File: config.mk
export PLATFORM = sky130hd
export DESIGN_NAME = mb_poll_fsm
export DESIGN_NICKNAME = d
export VERILOG_FILES = /design/src/rtl/mb_poll_fsm_pkg.sv /design/src/rtl/mb_poll_fsm_timeout_cnt.sv /design/src/rtl/mb_poll_fsm.sv
export SDC_FILE = /design/constraint.sdc
export NUM_CORES = 1
export LEC_CHECK = 0
export ABC_CLOCK_PERIOD_IN_PS = 6200
export BUFFER_PORTS_ARGS = -buffer_cell sky130_fd_sc_hd__buf_2
export CORE_MARGIN = 8
export CORE_UTILIZATION = 55
export CTS_CLUSTER_SIZE = 10
export DETAILED_ROUTE_END_ITERATION = 8
export GPL_TIMING_DRIVEN = 0
export HOLD_SLACK_MARGIN = 0.03
export PLACE_DENSITY = 0.82
export SLEW_MARGIN = 10
export SYNTH_ARGS = -nofsm -noshare
export SYNTH_HDL_FRONTEND = slang
export SYNTH_SLANG_ARGS = --single-unit
File: constraint.sdc
create_clock -name clk -period 6.2 [get_ports clk]
set_input_delay 1.24 -clock clk [delete_from_list [all_inputs] [get_ports clk]]
set_output_delay 1.24 -clock clk [all_outputs]
set_load 0.1 [all_outputs]
File: src/rtl/mb_poll_fsm_pkg.sv
// mb_defs: shared definitions for the Modbus slave poll engine.
// Holds the queue event codes, the poll FSM state encoding, the exception
// flag OR-ed into response function codes and the broadcast slave address.
package mb_defs;

    typedef enum logic [1:0] {
        EV_READY          = 2'd0,
        EV_FRAME_RECEIVED = 2'd1,
        EV_EXECUTE        = 2'd2,
        EV_FRAME_SENT     = 2'd3
    } ev_t;

    typedef enum logic [2:0] {
        ST_IDLE     = 3'd0,
        ST_DISPATCH = 3'd1,
        ST_RX_WAIT  = 3'd2,
        ST_EXEC     = 3'd3,
        ST_TX_REQ   = 3'd4
    } state_t;

    localparam logic [7:0] EXC_BIT    = 8'h80;
    localparam logic [7:0] BCAST_ADDR = 8'h00;

    function automatic int max2(input int a, input int b);
        return (a > b) ? a : b;
    endfunction

endpackage

File: src/rtl/mb_poll_fsm_timeout_cnt.sv
// mb_timeout_cnt: saturating cycle counter shared by the RX and EXEC waits.
// Ports:
//   clk, rst_n  clock, synchronous active-high reset
//   clr         force count to zero (held while not in a timed state)
//   en          count one cycle
//   limit       count value at which the wait is considered expired
//   expired     count has reached limit
module mb_timeout_cnt #(
    parameter int W = 16
) (
    input  logic         clk,
    input  logic         rst_n,
    input  logic         clr,
    input  logic         en,
    input  logic [W-1:0] limit,
    output logic         expired
);

    logic [W-1:0] cnt;

    always_ff @(posedge clk) begin
        if (rst_n)
            cnt <= '0;
        else if (clr)
            cnt <= '0;
        else if (en && (cnt != {W{1'b1}}))
            cnt <= cnt + 1'b1;
    end

    assign expired = (cnt >= limit);

endmodule

File: src/rtl/mb_poll_fsm.sv
// mb_poll_fsm: Modbus slave poll engine. Pops events from the port event
// queue, fetches received frames from the RTU layer, filters on slave
// address, re-posts EV_EXECUTE, starts the function handler and requests
// the response transmission.
// Ports:
//   clk, rst_n                   clock, synchronous active-high reset
//   inEnable, inSlaveAddr        stack enable (low aborts), own address
//   inEventInQueue/inQueuedEvent queue head; outEventGet pops it
//   outEventPost/outEvent        post strobe and posted event code
//   outRxReq / inRx*             frame field fetch handshake
//   outExecStart/outExecFunc     handler start and function code
//   inExecDone/inExecExc/Code    handler completion and exception
//   outTxReq/outTxFunc/ExcCode   response request, held until inTxAck
//   outBusy                      not idle
//   outRxFrameCnt, outErrCnt     wrapping statistics counters
module mb_poll_fsm
    import mb_defs::*;
#(
    parameter int RX_TIMEOUT   = 1024,
    parameter int EXEC_TIMEOUT = 65535,
    parameter int CNT_W        = 16
) (
    input  logic             clk,
    input  logic             rst_n,
    input  logic             inEnable,
    input  logic [7:0]       inSlaveAddr,
    input  logic             inEventInQueue,
    input  logic [1:0]       inQueuedEvent,
    output logic             outEventGet,
    output logic             outEventPost,
    output logic [1:0]       outEvent,
    output logic             outRxReq,
    input  logic             inRxAck,
    input  logic             inRxOk,
    input  logic [7:0]       inRxAddr,
    input  logic [7:0]       inRxFunc,
    output logic             outExecStart,
    output logic [7:0]       outExecFunc,
    input  logic             inExecDone,
    input  logic             inExecExc,
    input  logic [7:0]       inExecExcCode,
    output logic             outTxReq,
    output logic [7:0]       outTxFunc,
    output logic [7:0]       outTxExcCode,
    input  logic             inTxAck,
    output logic             outBusy,
    output logic [CNT_W-1:0] outRxFrameCnt,
    output logic [CNT_W-1:0] outErrCnt
);

    localparam int TO_W = $clog2(max2(RX_TIMEOUT, EXEC_TIMEOUT) + 1);
    // Expired is raised during the last allowed cycle, so the wait gives up
    // on the edge that ends exactly RX_TIMEOUT / EXEC_TIMEOUT cycles.
    localparam logic [TO_W-1:0] RX_LIM   = TO_W'(RX_TIMEOUT - 1);
    localparam logic [TO_W-1:0] EXEC_LIM = TO_W'(EXEC_TIMEOUT - 1);

    state_t          state;
    ev_t             ev;
    logic [7:0]      rx_addr;
    logic            to_clr;
    logic            to_expired;
    logic [TO_W-1:0] to_limit;
    logic            addr_hit;

    // Counter sits at zero outside the timed states, so it restarts on entry.
    assign to_clr   = !((state == ST_RX_WAIT) || (state == ST_EXEC));
    assign to_limit = (state == ST_RX_WAIT) ? RX_LIM : EXEC_LIM;
    assign addr_hit = (inRxAddr == inSlaveAddr) || (inRxAddr == BCAST_ADDR);
    assign outBusy  = (state != ST_IDLE);

    mb_timeout_cnt #(.W(TO_W)) u_timeout (
        .clk     (clk),
        .rst_n   (rst_n),
        .clr     (to_clr),
        .en      (inEnable),
        .limit   (to_limit),
        .expired (to_expired)
    );

    always_ff @(posedge clk) begin
        if (rst_n) begin
            state         <= ST_IDLE;
            ev            <= EV_READY;
            rx_addr       <= '0;
            outEventGet   <= 1'b0;
            outEventPost  <= 1'b0;
            outEvent      <= EV_READY;
            outRxReq      <= 1'b0;
            outExecStart  <= 1'b0;
            outExecFunc   <= '0;
            outTxReq      <= 1'b0;
            outTxFunc     <= '0;
            outTxExcCode  <= '0;
            outRxFrameCnt <= '0;
            outErrCnt     <= '0;
        end else begin
            outEventGet  <= 1'b0;
            outEventPost <= 1'b0;
            outExecStart <= 1'b0;
            if (!inEnable) begin
                state    <= ST_IDLE;
                outRxReq <= 1'b0;
                outTxReq <= 1'b0;
            end else begin
                case (state)
                    ST_IDLE: begin
                        if (inEventInQueue) begin
                            outEventGet <= 1'b1;
                            ev          <= ev_t'(inQueuedEvent);
                            state       <= ST_DISPATCH;
                        end
                    end
                    ST_DISPATCH: begin
                        case (ev)
                            EV_FRAME_RECEIVED: begin
                                outRxReq <= 1'b1;
                                state    <= ST_RX_WAIT;
                            end
                            EV_EXECUTE: begin
                                outExecStart <= 1'b1;
                                state        <= ST_EXEC;
                            end
                            default: state <= ST_IDLE;
                        endcase
                    end
                    ST_RX_WAIT: begin
                        if (inRxAck) begin
                            outRxReq <= 1'b0;
                            state    <= ST_IDLE;
                            if (inRxOk && addr_hit) begin
                                rx_addr       <= inRxAddr;
                                outExecFunc   <= inRxFunc;
                                outEventPost  <= 1'b1;
                                outEvent      <= EV_EXECUTE;
                                outRxFrameCnt <= outRxFrameCnt + 1'b1;
                            end else if (!inRxOk) begin
                                // Foreign-address frames drop silently.
                                outErrCnt <= outErrCnt + 1'b1;
                            end
                        end else if (to_expired) begin
                            outRxReq  <= 1'b0;
                            outErrCnt <= outErrCnt + 1'b1;
                            state     <= ST_IDLE;
                        end
                    end
                    ST_EXEC: begin
                        if (inExecDone) begin
                            if (rx_addr == BCAST_ADDR) begin
                                state <= ST_IDLE;   // broadcasts get no reply
                            end else begin
                                outTxFunc    <= inExecExc ? (outExecFunc | EXC_BIT) : outExecFunc;
                                outTxExcCode <= inExecExc ? inExecExcCode : 8'h00;
                                outTxReq     <= 1'b1;
                                state        <= ST_TX_REQ;
                            end
                        end else if (to_expired) begin
                            outErrCnt <= outErrCnt + 1'b1;
                            state     <= ST_IDLE;
                        end
                    end
                    ST_TX_REQ: begin
                        if (inTxAck) begin
                            outTxReq <= 1'b0;
                            state    <= ST_IDLE;
                        end
                    end
                    default: state <= ST_IDLE;
                endcase
            end
        end
    end

endmodule
# Yosys cells after proc, flatten, opt, wreduce, memory -nomap -nowiden
# Cells that the tools add are included.
[totals]
register_bits = 91
in_bits = 43
out_inout_bits = 64
wordCells = 94
[classes]
addsub = 3
magnitude_cmp = 1
n_eq_ne = 17
mux = 28
n_bitwise = 7
reduce_logical = 23
[ops]
columns = ["cell", "count"]
rows = [
  ["2-to-1 mux 16 bit", 6],
  ["adder 16 x 1 -> 16 bit, second input constant", 3],
  ["case mux 16 bit (2 select lines)", 1],
  ["2-to-1 mux 3 bit", 6],
  ["greater-or-equal comparator 16 bit", 1],
  ["zero test 8 bit", 2],
  ["2-to-1 mux 8 bit", 2],
  ["!= test 16 bit, second input constant", 1],
  ["case mux 3 bit (5 select lines)", 1],
  ["!= test 2 bit, second input constant", 6],
  ["AND reduction 4 bit", 3],
  ["2-to-1 mux 1 bit", 9],
  ["!= test 3 bit, second input constant", 3],
  ["== test 8 bit", 1],
  ["NOT 1 bit", 7],
  ["== test 3 x 2 -> 1 bit, second input constant", 2],
  ["AND reduction 3 bit", 2],
  ["nonzero test 2 bit", 3],
  ["OR reduction 3 bit", 2],
  ["AND reduction 5 bit", 1],
  ["case mux 1 bit (2 select lines)", 2],
  ["case mux 2 bit (2 select lines)", 1],
  ["OR reduction 2 bit", 2],
  ["OR reduction 4 bit", 1],
  ["9 further kinds", 11],
]

# Depth between registers and ports, before layout
[logic_depth]
word_depth = 6
ltp_mapped = 11
depth_no_buf = 9

# Hierarchy
# From an unflattened synthesis, not the netlist that was laid out.
[hier_totals]
hier_cells = 556
area_unflattened_um2 = 4697.0
[modules_own_cells]
columns = ["mod", "instances", "cells_each", "area_each_um2"]
rows = [
  ["mb_poll_fsm", 1, 409, 3428.3],
  ["mb_timeout_cnt", 1, 147, 1268.7],
]

# Least setup slack after synthesis
# Ideal clock, no wire load.
[synth_timing]
path_kind = "input to register"
from = "in inRxAddr[6]"
to = "reg outRxFrameCnt[13]"
setup_ns = 0.070
arrival_ns = 2.752
t_required_ns = 6.130
slack_ns = 3.377
path_stages = 7
n_path_buf = 1
path_cell_list = "xnor2_1 > nand4_1 > o21ai_0 > clkbuf_1 > nand4_1 > or4_1 > a21oi_1"
[synth_via]
elab_chain_len = 4
word_cells_on_any_way = 5
classes_between = "eq/ne: 1; reduce/logical: 4"
[synth_lines]
columns = ["element", "line_no", "text"]
rows = [
  ["start: declaration", "mb_poll_fsm.sv:35", "input logic [7:0] inRxAddr,"],
  ["== test 8 bit / zero test 8 bit (equally long branches)", "mb_poll_fsm.sv:68", "assign addr_hit = (inRxAddr == inSlaveAddr) || (inRxAddr == BCAST_ADDR);"],
  ["logical OR 1 bit (*)", "mb_poll_fsm.sv:68", ""],
  ["logical AND 1 bit (*)", "mb_poll_fsm.sv:130", "if (inRxOk && addr_hit) begin"],
  ["AND reduction 4 bit (no source line) (*)", "-", ""],
  ["end signal: assignment", "mb_poll_fsm.sv:135", "outRxFrameCnt <= outRxFrameCnt + 1'b1;"],
  ["end: declaration", "mb_poll_fsm.sv:47", "output logic [CNT_W-1:0] outRxFrameCnt,"],
]
# Mark *: on every way between the ends. The rest lies on a longest branch, timed or not.
# A chain may end at the register's enable or synchronous reset.

# Worst setup path in the final report
[layout_timing]
from = "reg state[1]"
to = "reg outErrCnt[10]"
[layout_via]
elab_chain_len = 6
word_cells_on_any_way = 13
classes_between = "order compare: 1; eq/ne: 5; mux: 5; reduce/logical: 2"
[layout_lines]
columns = ["element", "line_no", "text"]
rows = [
  ["start: declaration", "mb_poll_fsm.sv:57", "state_t state;"],
  ["start signal: assignment", "mb_poll_fsm.sv:82", "state <= ST_IDLE;"],
  ["start signal: assignment", "mb_poll_fsm.sv:101", "state <= ST_IDLE;"],
  ["start signal: assignment", "mb_poll_fsm.sv:110", "state <= ST_DISPATCH;"],
  ["== test 3 x 2 -> 1 bit", "mb_poll_fsm.sv:67, mb_poll_fsm.sv:105", ""],
  ["2-to-1 mux 16 bit", "mb_poll_fsm.sv:67", "assign to_limit = (state == ST_RX_WAIT) ? RX_LIM : EXEC_LIM;"],
  ["greater-or-equal comparator 16 bit", "mb_poll_fsm_timeout_cnt.sv:30", "assign expired = (cnt >= limit);"],
  ["2-to-1 mux 16 bit", "-", ""],
  ["2-to-1 mux 16 bit, on equally long branches", "-", ""],
  ["case mux 16 bit (2 select lines)", "mb_poll_fsm.sv:105", "case (state)"],
  ["end signal: assignment", "mb_poll_fsm.sv:138", "outErrCnt <= outErrCnt + 1'b1;"],
  ["end signal: assignment", "mb_poll_fsm.sv:142", "outErrCnt <= outErrCnt + 1'b1;"],
  ["end signal: assignment", "mb_poll_fsm.sv:157", "outErrCnt <= outErrCnt + 1'b1;"],
  ["end: declaration", "mb_poll_fsm.sv:48", "output logic [CNT_W-1:0] outErrCnt"],
]
# Parallel ways exist; a longest one is shown, timed or not. The select of a mux whose other input is x is not followed.

==> impl_metrics.env <==
export IMPL_synth_area_sq_um=4340
export IMPL_place_gp_congestion=0.840
export IMPL_ys_top_cells_by_count="91 x dfxtp_1, 73 x nand2_1, 62 x nor2_1"
export IMPL_drt_wl_total_microns=10900
export IMPL_synthCells=523
export IMPL_die_width_microns=105
export IMPL_grt_pass1_wl_microns=18300
export IMPL_insertion_delay_ns=0.37
export IMPL_via_per_inst=5.44
export IMPL_setup_ws_ns=3.06
export IMPL_maxSlewViolCount=0
export IMPL_grt_max_degree=18
export IMPL_drv_cap=0
export IMPL_async_reset_ff_share_pct=0
export IMPL_grtUsageTotal_pct=19.9
export IMPL_clk_pin_slew_ns=0.09
export IMPL_nets=690
export IMPL_synth_largest_area_cell="dfxtp_1"
export IMPL_hold_violations=0
export IMPL_avgRoutedWirePerCell_microns=14.7
export IMPL_vias=4044
export IMPL_antenna_found_initial=1
export IMPL_ir_worst_vdd_mv=0.127
export IMPL_root_buffer="clkbuf_8"
export IMPL_io_pins=107
export IMPL_worstSetupPathType="register to register"
export IMPL_drive_above_1_share_pct=23.4
export IMPL_setup_worst_path_start_class="register"
export IMPL_die_y_microns=105
export IMPL_num_fill_cells=684
export IMPL_ctsHoldBuffers=0
export IMPL_grt_overflow=0
export IMPL_synth_warnings=0
export IMPL_outcome="complete, no violations"
export IMPL_clockBufferDepth=2
export IMPL_port_buffers=103
export IMPL_period_needed_ns=3.14
export IMPL_required_ns=6.46
export IMPL_max_freq_mhz=319
export IMPL_synthFlopType="dfxtp_1"
export IMPL_finalSetupViolCount=0
export IMPL_setup_worst_path_end_class="register"
export IMPL_cts_tree="done"
export IMPL_synth_edf_count=0
export IMPL_drc=0
export IMPL_finalCritPeriodShare_pct=50.6
export IMPL_dr_first_iter_drc_count=142
export IMPL_cts_setup_buffers=0
export IMPL_crit_fanout=10
export IMPL_syn_area_per_cell_sq_um=8.30
export IMPL_start_util_pct=56.4
export IMPL_rows=32
export IMPL_firstDrtPassIters=4
export IMPL_cts_buffers=9
export IMPL_seq_area_frac_synth_pct=42.0
export IMPL_synth_top_cell_area_share_pct=42.0
export IMPL_synth_area_leaders="dfxtp_1 42%, nand2_1 6.3%, nor2_1 5.4%, a21oi_1 5.3%, nand3_1 3.3%"
export IMPL_ys_ff_latch=91
export IMPL_dp_hpwl_microns=8310
export IMPL_cts_sinks=91
export IMPL_grt_pass1_vias=3981
export IMPL_pwr_density_cell_nw_per_um2=199
export IMPL_maxSlewHeadroom_pct=44.3
export IMPL_diodes=0
export IMPL_tns_ns=0
export IMPL_arrival_ns=3.40
export IMPL_cts_resized=0
export IMPL_skew_ns=0.0108
export IMPL_yosysMostFrequentCell="dfxtp_1"
export IMPL_htreeDepth=3
export IMPL_worstMarginPinSlew_ns=0.830
export IMPL_synth_distinct_cells=51
export IMPL_power_leakage_nw=2.12
export IMPL_pre_cts_ws_ns=2.94
export IMPL_syn_nets=576
export IMPL_areaGrowthSynthToFinish_pct=19.0
export IMPL_core_area_sq_um=7690
export IMPL_rsz0062_at_grt="false"
export IMPL_dieArea_sq_um=11000
export IMPL_ant_nets=0
export IMPL_hp_class="register to register"
[where the power goes]
part / leakage (nW) / internal, mW / total [mW] / switching, mW
registers: 0.733 / 0.585 / 0.586 / 0.000988
clock network: 0.0914 / 0.152 / 0.380 / 0.228
logic: 1.30 / 0.0211 / 0.0591 / 0.0380
[layout make-up]
type,count,area (sq um),area share (%)
Tap cell,102,128,2.47
Inverter,13,48.8,0.945
Sequential cell,91,1820,35.3
Buffer,30,144,2.79
Clock buffer,9,124,2.40
Clock inverter,7,56.3,1.09
Multi-Input combinational cell,389,2320,45.0
Timing Repair Buffer,103,515,9.99
[state kept, by name, summed over array words and instances (netlist names)]
name and cells:
outEvent 1, outTxFunc 8, state 3, outExecFunc 8
outTxExcCode 8, outEventPost 1, rx_addr 8, outEventGet 1
outRxFrameCnt 16, outTxReq 1, outExecStart 1, outRxReq 1
u_timeout.cnt 16, outErrCnt 16, ev 2
[placed cells by master, fill, tap and decap left out, types with 2 or more instances in the layout]
cell type  synthesis  final
buf_2              3    106
dfxtp_1           91     91
nand2_1           73     73
nor2_1            62     62
a21oi_1           46     46
nand3_1           29     29
clkbuf_1          23     23
nor2b_1           17     17
nand4_1           16     16
xor2_1            16     16
xnor2_1           15     15
inv_1             13     13
and3_1            12     12
ha_1              10     10
nor3_1             9      9
mux2_2             9      9
clkbuf_8           0      9
o21ai_0            7      7
nor4_1             6      6
a21oi_2            6      6
mux2_4             6      6
inv_6              0      5
or3_1              4      4
a21boi_0           4      4
mux2i_1            4      4
and2_1             3      3
nor3b_1            3      3
nand2b_1           3      3
or4_1              3      3
o21a_1             2      2
a211oi_1           2      2
a311oi_1           2      2
and4_1             2      2
a31oi_1            2      2
nand4b_1           2      2
[path summary, 6_finish.rpt]
check | start | endpoint | slack (ns) | depth (start not counted)
setup reg to reg | state[1] | outErrCnt[10] | 3.06 | 11
hold reg to reg | outTxExcCode[4] | outTxExcCode[4] | 0.45 | 2
hold / removal | outTxExcCode[4] | outTxExcCode[4] | 0.45 | 2
setup / recovery | state[1] | outErrCnt[10] | 3.06 | 11
[routing by layer]
layer | global-route usage (%) | share of wire [%] | vias to the layer above
li1 | - | - | 2020
met1 | 22.1 | 41 | 1902
met2 | 33.4 | 49 | 99
met3 | 8.29 | 7.7 | 21
met4 | 7.34 | 1.8 | 2
met5 | 0 | 0.12 | -
[critical path, stage by stage (launching register included)]
cell and delay [ns]:
dfxtp_1 0.46, or3b_4 0.44, inv_1 0.24, ha_1 0.30, a21oi_1 0.17, nor2_1 0.07
a21oi_1 0.19, o21a_1 0.14, clkbuf_1 0.28, buf_2 0.33, a21oi_2 0.11, mux2_4 0.30
[logic make-up after synthesis]
group	share of synthesized area, %
AND/OR/NAND/NOR	27.2
flip-flops	42.0
AO/OA/AOI/OAI	11.6
buffers and inverters	4.44
XOR/XNOR	6.26
multiplexers	5.59
adder cells (fa/ha/maj)	2.88
other	0.0864
[metrics by stage]
step                instances  util (%)  instance area [sq um]  total power [mW]  hold slack (ns)
CTS                       744      67.2                   5160              1.03            0.457
global placement          728      64.8                   4980             0.657            0.435
finish                    744      67.2                   5160              1.03            0.455
detailed placement        728      64.8                   4980             0.658            0.444
floorplan                 523         -                   4340             0.633            0.436
global route              744      67.2                   5160              1.06            0.482
Note: power is estimated with default switching activity, not from simulation.
